$ cat src/rtl/neuron_window_classifier_pkg.sv
// Shared definitions for the window classifier: FSM state encoding and default sizing.
// Reused by the classifier and its testbench.
package neuron_pkg;

   typedef enum logic [1:0] {
      IDLE  = 2'd0,
      ACCUM = 2'd1,
      HOLD  = 2'd2
   } state_t;

   localparam int DEF_WINDOW      = 8;
   localparam int DEF_VOTE_THRESH = 4;
   localparam int DEF_CNT_W       = 4;

endpackage

$ cat src/rtl/neuron_window_classifier.sv
// Rate-codes the layer-2 spike stream: counts spikes over WINDOW accepted samples and
// presents a majority-vote decision on a valid/ready port. Option: NEURON_WIN_AUTO_RESTART_EN.
module neuron_window_classifier
   import neuron_pkg::*;
#(
   parameter int WINDOW      = DEF_WINDOW,
   parameter int VOTE_THRESH = DEF_VOTE_THRESH,
   parameter int CNT_W       = DEF_CNT_W
) (
   input  logic             clk,
   input  logic             rst,
   input  logic             start,
   input  logic             in_valid,
   input  logic             in_spike,
   output logic             in_ready,
   output logic             out_valid,
   input  logic             out_ready,
   output logic             out_class,
   output logic [CNT_W-1:0] out_count,
   output logic             busy
);

   generate
      if ((WINDOW < 1) || ((2 ** CNT_W) <= WINDOW)) begin : g_bad_cfg
         $error("neuron_window_classifier: CNT_W too small for WINDOW, or WINDOW < 1");
      end
   endgenerate

`ifdef NEURON_WIN_AUTO_RESTART_EN
   localparam bit AUTO_RESTART = 1'b1;
`else
   localparam bit AUTO_RESTART = 1'b0;
`endif

   state_t           state_reg, state_next;
   logic [CNT_W-1:0] idx_reg, idx_next;
   logic [CNT_W-1:0] cnt_reg, cnt_next;
   logic [CNT_W-1:0] count_reg, count_next;
   logic             class_reg, class_next;
   logic             valid_reg;
   logic [CNT_W-1:0] sum;
   logic             accept;

   assign accept = in_valid && (state_reg == ACCUM);
   assign sum    = cnt_reg + CNT_W'(in_spike);

   always_comb begin
      state_next = state_reg;
      idx_next   = idx_reg;
      cnt_next   = cnt_reg;
      count_next = count_reg;
      class_next = class_reg;
      case (state_reg)
         IDLE: begin
            if (start) begin
               state_next = ACCUM;
               idx_next   = '0;
               cnt_next   = '0;
            end
         end
         ACCUM: begin
            // A restart wins over the sample offered in the same cycle.
            if (start) begin
               idx_next = '0;
               cnt_next = '0;
            end else if (accept) begin
               if (int'(idx_reg) == WINDOW - 1) begin
                  state_next = HOLD;
                  idx_next   = '0;
                  cnt_next   = '0;
                  count_next = sum;
                  class_next = (int'(sum) >= VOTE_THRESH);
               end else begin
                  idx_next = idx_reg + CNT_W'(1);
                  cnt_next = sum;
               end
            end
         end
         HOLD: begin
            if (out_ready) begin
               if (start || AUTO_RESTART) begin
                  state_next = ACCUM;
                  idx_next   = '0;
                  cnt_next   = '0;
               end else begin
                  state_next = IDLE;
               end
            end
         end
         default: state_next = IDLE;
      endcase
   end

   always_ff @(posedge clk or posedge rst) begin
      if (rst) begin
         state_reg <= IDLE;
         idx_reg   <= '0;
         cnt_reg   <= '0;
         count_reg <= '0;
         class_reg <= 1'b0;
         valid_reg <= 1'b0;
      end else begin
         state_reg <= state_next;
         idx_reg   <= idx_next;
         cnt_reg   <= cnt_next;
         count_reg <= count_next;
         class_reg <= class_next;
         valid_reg <= (state_next == HOLD);
      end
   end

   assign in_ready  = (state_reg == ACCUM);
   assign busy      = (state_reg == ACCUM) || (state_reg == HOLD);
   assign out_valid = valid_reg;
   assign out_class = class_reg;
   assign out_count = count_reg;

endmodule

$ cat config.mk
export PLATFORM = sky130hd
export DESIGN_NAME = neuron_window_classifier
export DESIGN_NICKNAME = d
export VERILOG_FILES = /design/src/rtl/neuron_window_classifier_pkg.sv /design/src/rtl/neuron_window_classifier.sv
export SDC_FILE = /design/constraint.sdc
export NUM_CORES = 1
export LEC_CHECK = 0
export ABC_CLOCK_PERIOD_IN_PS = 1600
export BUFFER_PORTS_ARGS = -buffer_cell sky130_fd_sc_hd__buf_2
export CORE_MARGIN = 2
export CORE_UTILIZATION = 48
export CTS_CLUSTER_DIAMETER = 120
export DETAILED_ROUTE_END_ITERATION = 12
export PLACE_DENSITY_LB_ADDON = 0.05
export SLEW_MARGIN = 20
export SYNTH_ARGS = -nofsm -noshare
export SYNTH_HDL_FRONTEND = slang
export SYNTH_SLANG_ARGS = --single-unit
$ cat constraint.sdc
create_clock -name clk -period 1.6 [get_ports clk]
set_input_delay 0.32 -clock clk [delete_from_list [all_inputs] [get_ports clk]]
set_output_delay 0.32 -clock clk [all_outputs]
set_load 0.01 [all_outputs]
==> results of run 1 <==
[worst max-delay path: cells and delay by family (launching register included)]
family | cells | cell delay, ns
AOI/OAI and AO/OA | 1 | 0.10
and+or+nand+nor | 3 | 0.80
DFF | 1 | 0.44
adders and majority gates | 1 | 0.21
[power breakdown]
| part | internal [uW] | total (uW) | switching, uW |
|---|---|---|---|
| Combinational | 323 | 584 | 261 |
| Clock | 139 | 258 | 120 |
| Sequential | 446 | 483 | 36.6 |
[routing by layer]
layer	GRT usage	routed length (um)
met1	0.270	880
met2	0.258	806
met3	0.0588	58
met4	0.0686	21
met5	0	0
[layout make-up]
cell class | instances | area share
Multi-Input combinational cell | 61 | 0.418
Sequential cell | 16 | 0.329
Timing Repair Buffer | 30 | 0.185
Clock buffer | 4 | 0.0298
Tap cell | 25 | 0.0257
Inverter | 4 | 0.0123
[Yosys cell counts]
| master | count | area [um2] |
|---|---|---|
| nand2b_1 | 1 | 6.26 |
| or2_4 | 1 | 8.76 |
| o21ai_2 | 2 | 17.5 |
| o21ai_0 | 8 | 40.0 |
| nor3_1 | 2 | 10.0 |
| and2b_2 | 1 | 8.76 |
| nand2_1 | 11 | 41.3 |
| xor2_1 | 2 | 17.5 |
| ha_1 | 7 | 87.6 |
| nor2_1 | 1 | 3.75 |
| nand4bb_1 | 1 | 11.3 |
| or3_1 | 1 | 6.26 |
| a22o_1 | 2 | 17.5 |
| a31oi_1 | 1 | 6.26 |
| nand3_1 | 4 | 20.0 |
| a21o_1 | 1 | 7.51 |
| mux2_2 | 3 | 33.8 |
| a22o_2 | 1 | 10.0 |
| dfrtp_1 | 16 | 400 |
| inv_1 | 4 | 15.0 |
| a21boi_0 | 1 | 7.51 |
| a21oi_2 | 1 | 8.76 |
| nor2b_1 | 4 | 25.0 |
| buf_2 | 1 | 5.00 |
| and2_1 | 1 | 6.26 |
| o41ai_1 | 1 | 8.76 |
| buf_6 | 1 | 11.3 |
| a21oi_1 | 2 | 10.0 |
| a211o_1 | 1 | 8.76 |
[what timing repair did]
item / CTS / global route
endpoints found under the setup margin: 13 / 16
pin swaps: 1 / 2
gates resized for setup: 8 / 16
buffers inserted: 3 / 1
cloned: 0 / 0
[placed cells by master (no fill, tap or decap), drive strengths merged, types with 3 or more instances in the layout]
cell type	n
buf	30
dfrtp	16
nand2	11
o21ai	10
ha	7
nand3	4
nor2b	4
clkbuf	4
inv	4
mux2	3
a21oi	3
a22o	3
[worst min-delay path by stage]
stage          depth (start not counted)  start  slack [ns]            to
6_report                               2    rst        0.09     out_valid
5_1_grt                                2    rst        0.15     out_valid
4_1_cts                                2    rst         0.1     out_class
3_5_place_dp                           2    rst        0.41     out_class
3_3_place_gp                           2    rst        0.41  state_reg[1]
2_1_floorplan                          1    rst        0.23    cnt_reg[0]
[stage by stage]
stage	hold WS [ns]	utilization	instance area, um2	total power (uW)
4_1_cts	0.0979	0.677	1160	1240
3_3_place_gp	0.408	0.629	1070	931
3_5_place_dp	0.412	0.629	1070	938
2_1_floorplan	0.234	-	883	766
6_report	0.0869	0.712	1220	1330
5_1_grt	0.149	0.712	1220	1410
[logic make-up (layout without fill, tap and decap cells)]
group | after synthesis | in the layout | synth area share
xor+xnor | 2 | 2 | 0.0204
buf+inv | 6 | 38 | 0.0363
compound gates | 21 | 21 | 0.166
mux | 3 | 3 | 0.0392
fa+ha+maj | 7 | 7 | 0.102
flops | 16 | 16 | 0.465
simple gates | 28 | 28 | 0.172
==> impl_metrics.ini, run 1 <==
[layout]
multi_input_area_um2 = 508
fin_cells = 140
area_growth_pct = 41.3
n_fill_cell = 126
drive_gt1_frac = 0.470
regArea_um2 = 400
nets = 129
n_antenna_cell = 0

[yosys]
synth_cell_type_count = 29
synth_fp_nets = 96
syn_inst = 83
synth-seq-cells = 16
postSynthAreaPerCell_um2 = 10.4
ys_warn_count = 0
netlist_area_um2 = 861
synth-seq-area-share = 0.465

[sta]
setup_viol = 4
final.setup.worst_slack_ns = -0.00965
setup_tns_ns = -0.0227
hold_viol = 0
slew_violations = 0
rsz0062_at_grt = yes
tightest_slew_ns = 0.597
relSlewSlack = 0.602
period_share = 1.01
max_clock_freq_mhz = 621
fin_skew_ns = 0.00421
min_period_ns = 1.61

[die]
rows = 15
fp.dieH_um = 46.4
ios = 14
core_um2 = 1710
die_x_um = 46.4
die-area_um2 = 2150
initial_utilization = 0.504

[clock_network]
numCtsBuffers = 3
cts_tree = yes
clk_pin_slew_ns = 0.09
clock-sinks = 16
cts_max_path_buffers = 2
cts-root-buf = clkbuf_4
clock_latency_ns = 0.28
hold_buffers = 0
htreeDepth = 1

[placed_design]
pre_cts_ws_ns = -0.0726
gp_congestion = 0.812
portBuffers = 13
dp_hpwl_mm = 1.26
dp_cells = 132

[global_routing]
grt_max_degree = 17
grt_first_pass_wirelength_mm = 2.75
grt_pass1_vias = 620
groute.usage.overall = 0.187
antenna_found_initial = 0
grt-ovfl-total = 0

[worst_setup_path]
critPathArrivalTime_ns = 1.83
r2r-end = idx_reg[0]
rrSetupSlack_ns = -0.01
reg2regPathDepth = 5
timing.critical_path.to = idx_reg[0]
critical_path_class = reg2reg
worstPathCellList = ha_2 -> nor2b_4 -> or3_4 -> or2_4 -> o21ai_2
endpoint_kind = register
required_ns = 1.82
cp_max_fo = 8
critPathLaunchType = register
slowest_stage = dfrtp_1
cp-startpoint = state_reg[1]
reg2reg_from = state_reg[1]
cp_slowest_stage_delay_ns = 0.44

[power_and_ir_drop]
p_per_area_nw_per_um2 = 1090
irDropWorstVdd_v = 0.000808
leakage_uw = 0.000625

[status]
failed_checks = negative setup slack
status = finished with violations

[routing]
avgRoutedWirePerCell_um = 12.6
drt-initial-drc-count = 12
ant_nets = 0
drc_errors = 0
wirelength_mm = 1.77
viasPerCell = 5.03
vias = 704
dr.pass1.iters = 4

[flow_run]
cap_violations = 0

[worst_hold_path]
hold_path.class = in2async
No activity file was read; power rests on OpenSTA's default activity.
==> inputs of run 2 (changes only) <==
ABC_AREA = 1   (was not set)
==> impl_metrics.ini, run 2 <==
[power_and_ir_drop]
p_per_area_nw_per_um2 = 1060
irDropWorstVdd_v = 0.000676
intPower_uw = 707
leakage_uw = 0.000620
power_frac_comb = 0.370
sequentialPowerShare = 0.441
clockPowerShare = 0.188
p_sw_frac = 0.353
power_switching_uw = 386

[worst_setup_path]
endpoint_kind = output pin
critPathLaunchType = register
critical_path_class = reg2out
crit_buf_inv = 3
cp-startpoint = state_reg[1]
crit_family = flip-flops
cp_slowest_stage_delay_ns = 0.43
reg2reg_from = state_reg[0]
cp_max_fo = 6
worstPathCellList = inv_2 -> ha_2 -> buf_6 -> buf_2
slowest_stage = dfrtp_1
required_ns = 1.28
critPathArrivalTime_ns = 1.23

[routing]
viasPerCell = 4.68
ant_nets = 0
wirelength_mm = 1.62
dr.pass1.iters = 4
drc_errors = 0
avgRoutedWirePerCell_um = 11.0
vias = 688
drt-initial-drc-count = 12

[sta]
period_share = 0.969
final.setup.worst_slack_ns = 0.0492
min_period_ns = 1.55
fin_skew_ns = 0.00136
setup_viol = 0
max_clock_freq_mhz = 645
relSlewSlack = 0.595
setup_tns_ns = 0
slew_violations = 0
hold_viol = 0
tightest_slew_ns = 0.606

[clock_network]
clk_pin_slew_ns = 0.09
cts_max_path_buffers = 2
cts-root-buf = clkbuf_4
numCtsBuffers = 3
htreeDepth = 1
clock-sinks = 16
cts_tree = yes
hold_buffers = 0
clock_latency_ns = 0.27

[layout]
n_antenna_cell = 0
fin_util = 0.597
fin_area_um2 = 1030
fin_cells = 147
area_growth_pct = 17.2
layout_commonest_cell = nand2_1
drive_gt1_frac = 0.279
final_cell_mix = nand2_1 (39), dfrtp_1 (16), buf_2 (13)
nets = 137

[placed_design]
placed_area_um2 = 972
gp_congestion = 0.825
portBuffers = 13
pre_cts_ws_ns = 0.125
dp_hpwl_mm = 1.24
dp_cells = 141

[yosys]
synth-seq-cells = 16
syn_inst = 103
postSynthAreaPerCell_um2 = 8.54
synth-seq-area-share = 0.455
synth_common_cells = nand2_1 (39), dfrtp_1 (16), nand3_1 (11), inv_1 (8), ha_1 (7)
synthFlopType = dfrtp_1
synth_top_area_share = 0.455
netlist_area_um2 = 880
ys_warn_count = 0
yosysTopAreaCell = dfrtp_1
synth_edf_count = 0
synth_cell_type_count = 22
synth_fp_nets = 116
yosysMostFrequentCell = nand2_1
synthArstFlopShare = 1.00
synth_area_leaders = dfrtp_1 (46%), nand2_1 (17%), ha_1 (10%)

[status]
status = finished clean

[global_routing]
grt_max_degree = 17
antenna_found_initial = 0
grt_first_pass_wirelength_mm = 2.73
grt_pass1_vias = 621
groute.usage.overall = 0.175
grt-ovfl-total = 0

[die]
core_um2 = 1730
ios = 14
initial_utilization = 0.509
die-area_um2 = 2190
fp.dieH_um = 46.8
rows = 15
die_x_um = 46.8

[worst_hold_path]
hold_path.class = in2async

[flow_run]
cap_violations = 0
-- run 2: worst paths after layout --
kind	end	slack (ns)	cells past startpoint
setup / recovery	in_ready	0.05	4
hold / removal	out_count[0]	0.1	2
setup reg to reg	idx_reg[0]	0.14	7
hold reg to reg	out_count[3]	0.48	2
max in group asynchronous	cnt_reg[1]	1.11	2
min in group clk	idx_reg[1]	0.41	4
-- run 2: layout make-up --
class	count	area [um2]
multi-input cells	75	435
fillers	163	696
inverters	11	42.5
flip-flops and latches	16	400
repair buffers	17	98.8
clock buffers	3	22.5
well taps	25	31.3
-- run 2: timing repair --
action                     4_1_cts  5_1_grt
buffers inserted                 2        1
gates resized for setup          0        4
pin swaps                        0        0
setup endpoints to repair        1        3
-- run 2: kinds of logic (layout without fill, tap and decap cells) --
logic type,Yosys count,in the layout,synth area share
compound gates,6,6,0.0427
xor+xnor,3,3,0.0299
fa+ha+maj,7,7,0.0996
buf+inv,12,31,0.0612
flops,16,16,0.455
simple gates,59,59,0.312
-- run 2: per-stage QoR --
stage | hold slack (ns) | total power [uW]
2_1_floorplan | 0.234 | 741
3_3_place_gp | 0.416 | 830
3_5_place_dp | 0.423 | 835
4_1_cts | 0.116 | 1080
5_1_grt | 0.148 | 1170
6_report | 0.0985 | 1090
-- run 2: power by group through the flow --
stage	Clock [uW]	Combinational [uW]	Sequential (uW)
after floorplan	0	259	481
after global placement	0	335	494
after detailed placement	0	342	493
after CTS	215	386	479
after global routing	233	450	488
final	206	405	482
-- run 2: per-layer routing --
metal	share of wire	vias to the layer above	global-route usage	routed length, um
met4	0.0086	0	0.0667	14
li1	-	364	-	-
met2	0.46	7	0.266	753
met1	0.51	315	0.255	819
met5	0	-	0	0
met3	0.020	2	0.0231	32
-- run 2: worst reg2reg max path, cell delays in order (launching register included) --
cell and delay [ns]:
dfrtp_1 0.43, buf_4 0.16, ha_1 0.21, inv_1 0.13, nand3_4 0.16, clkinv_2 0.12, nand2_1 0.05, o21ai_1 0.12
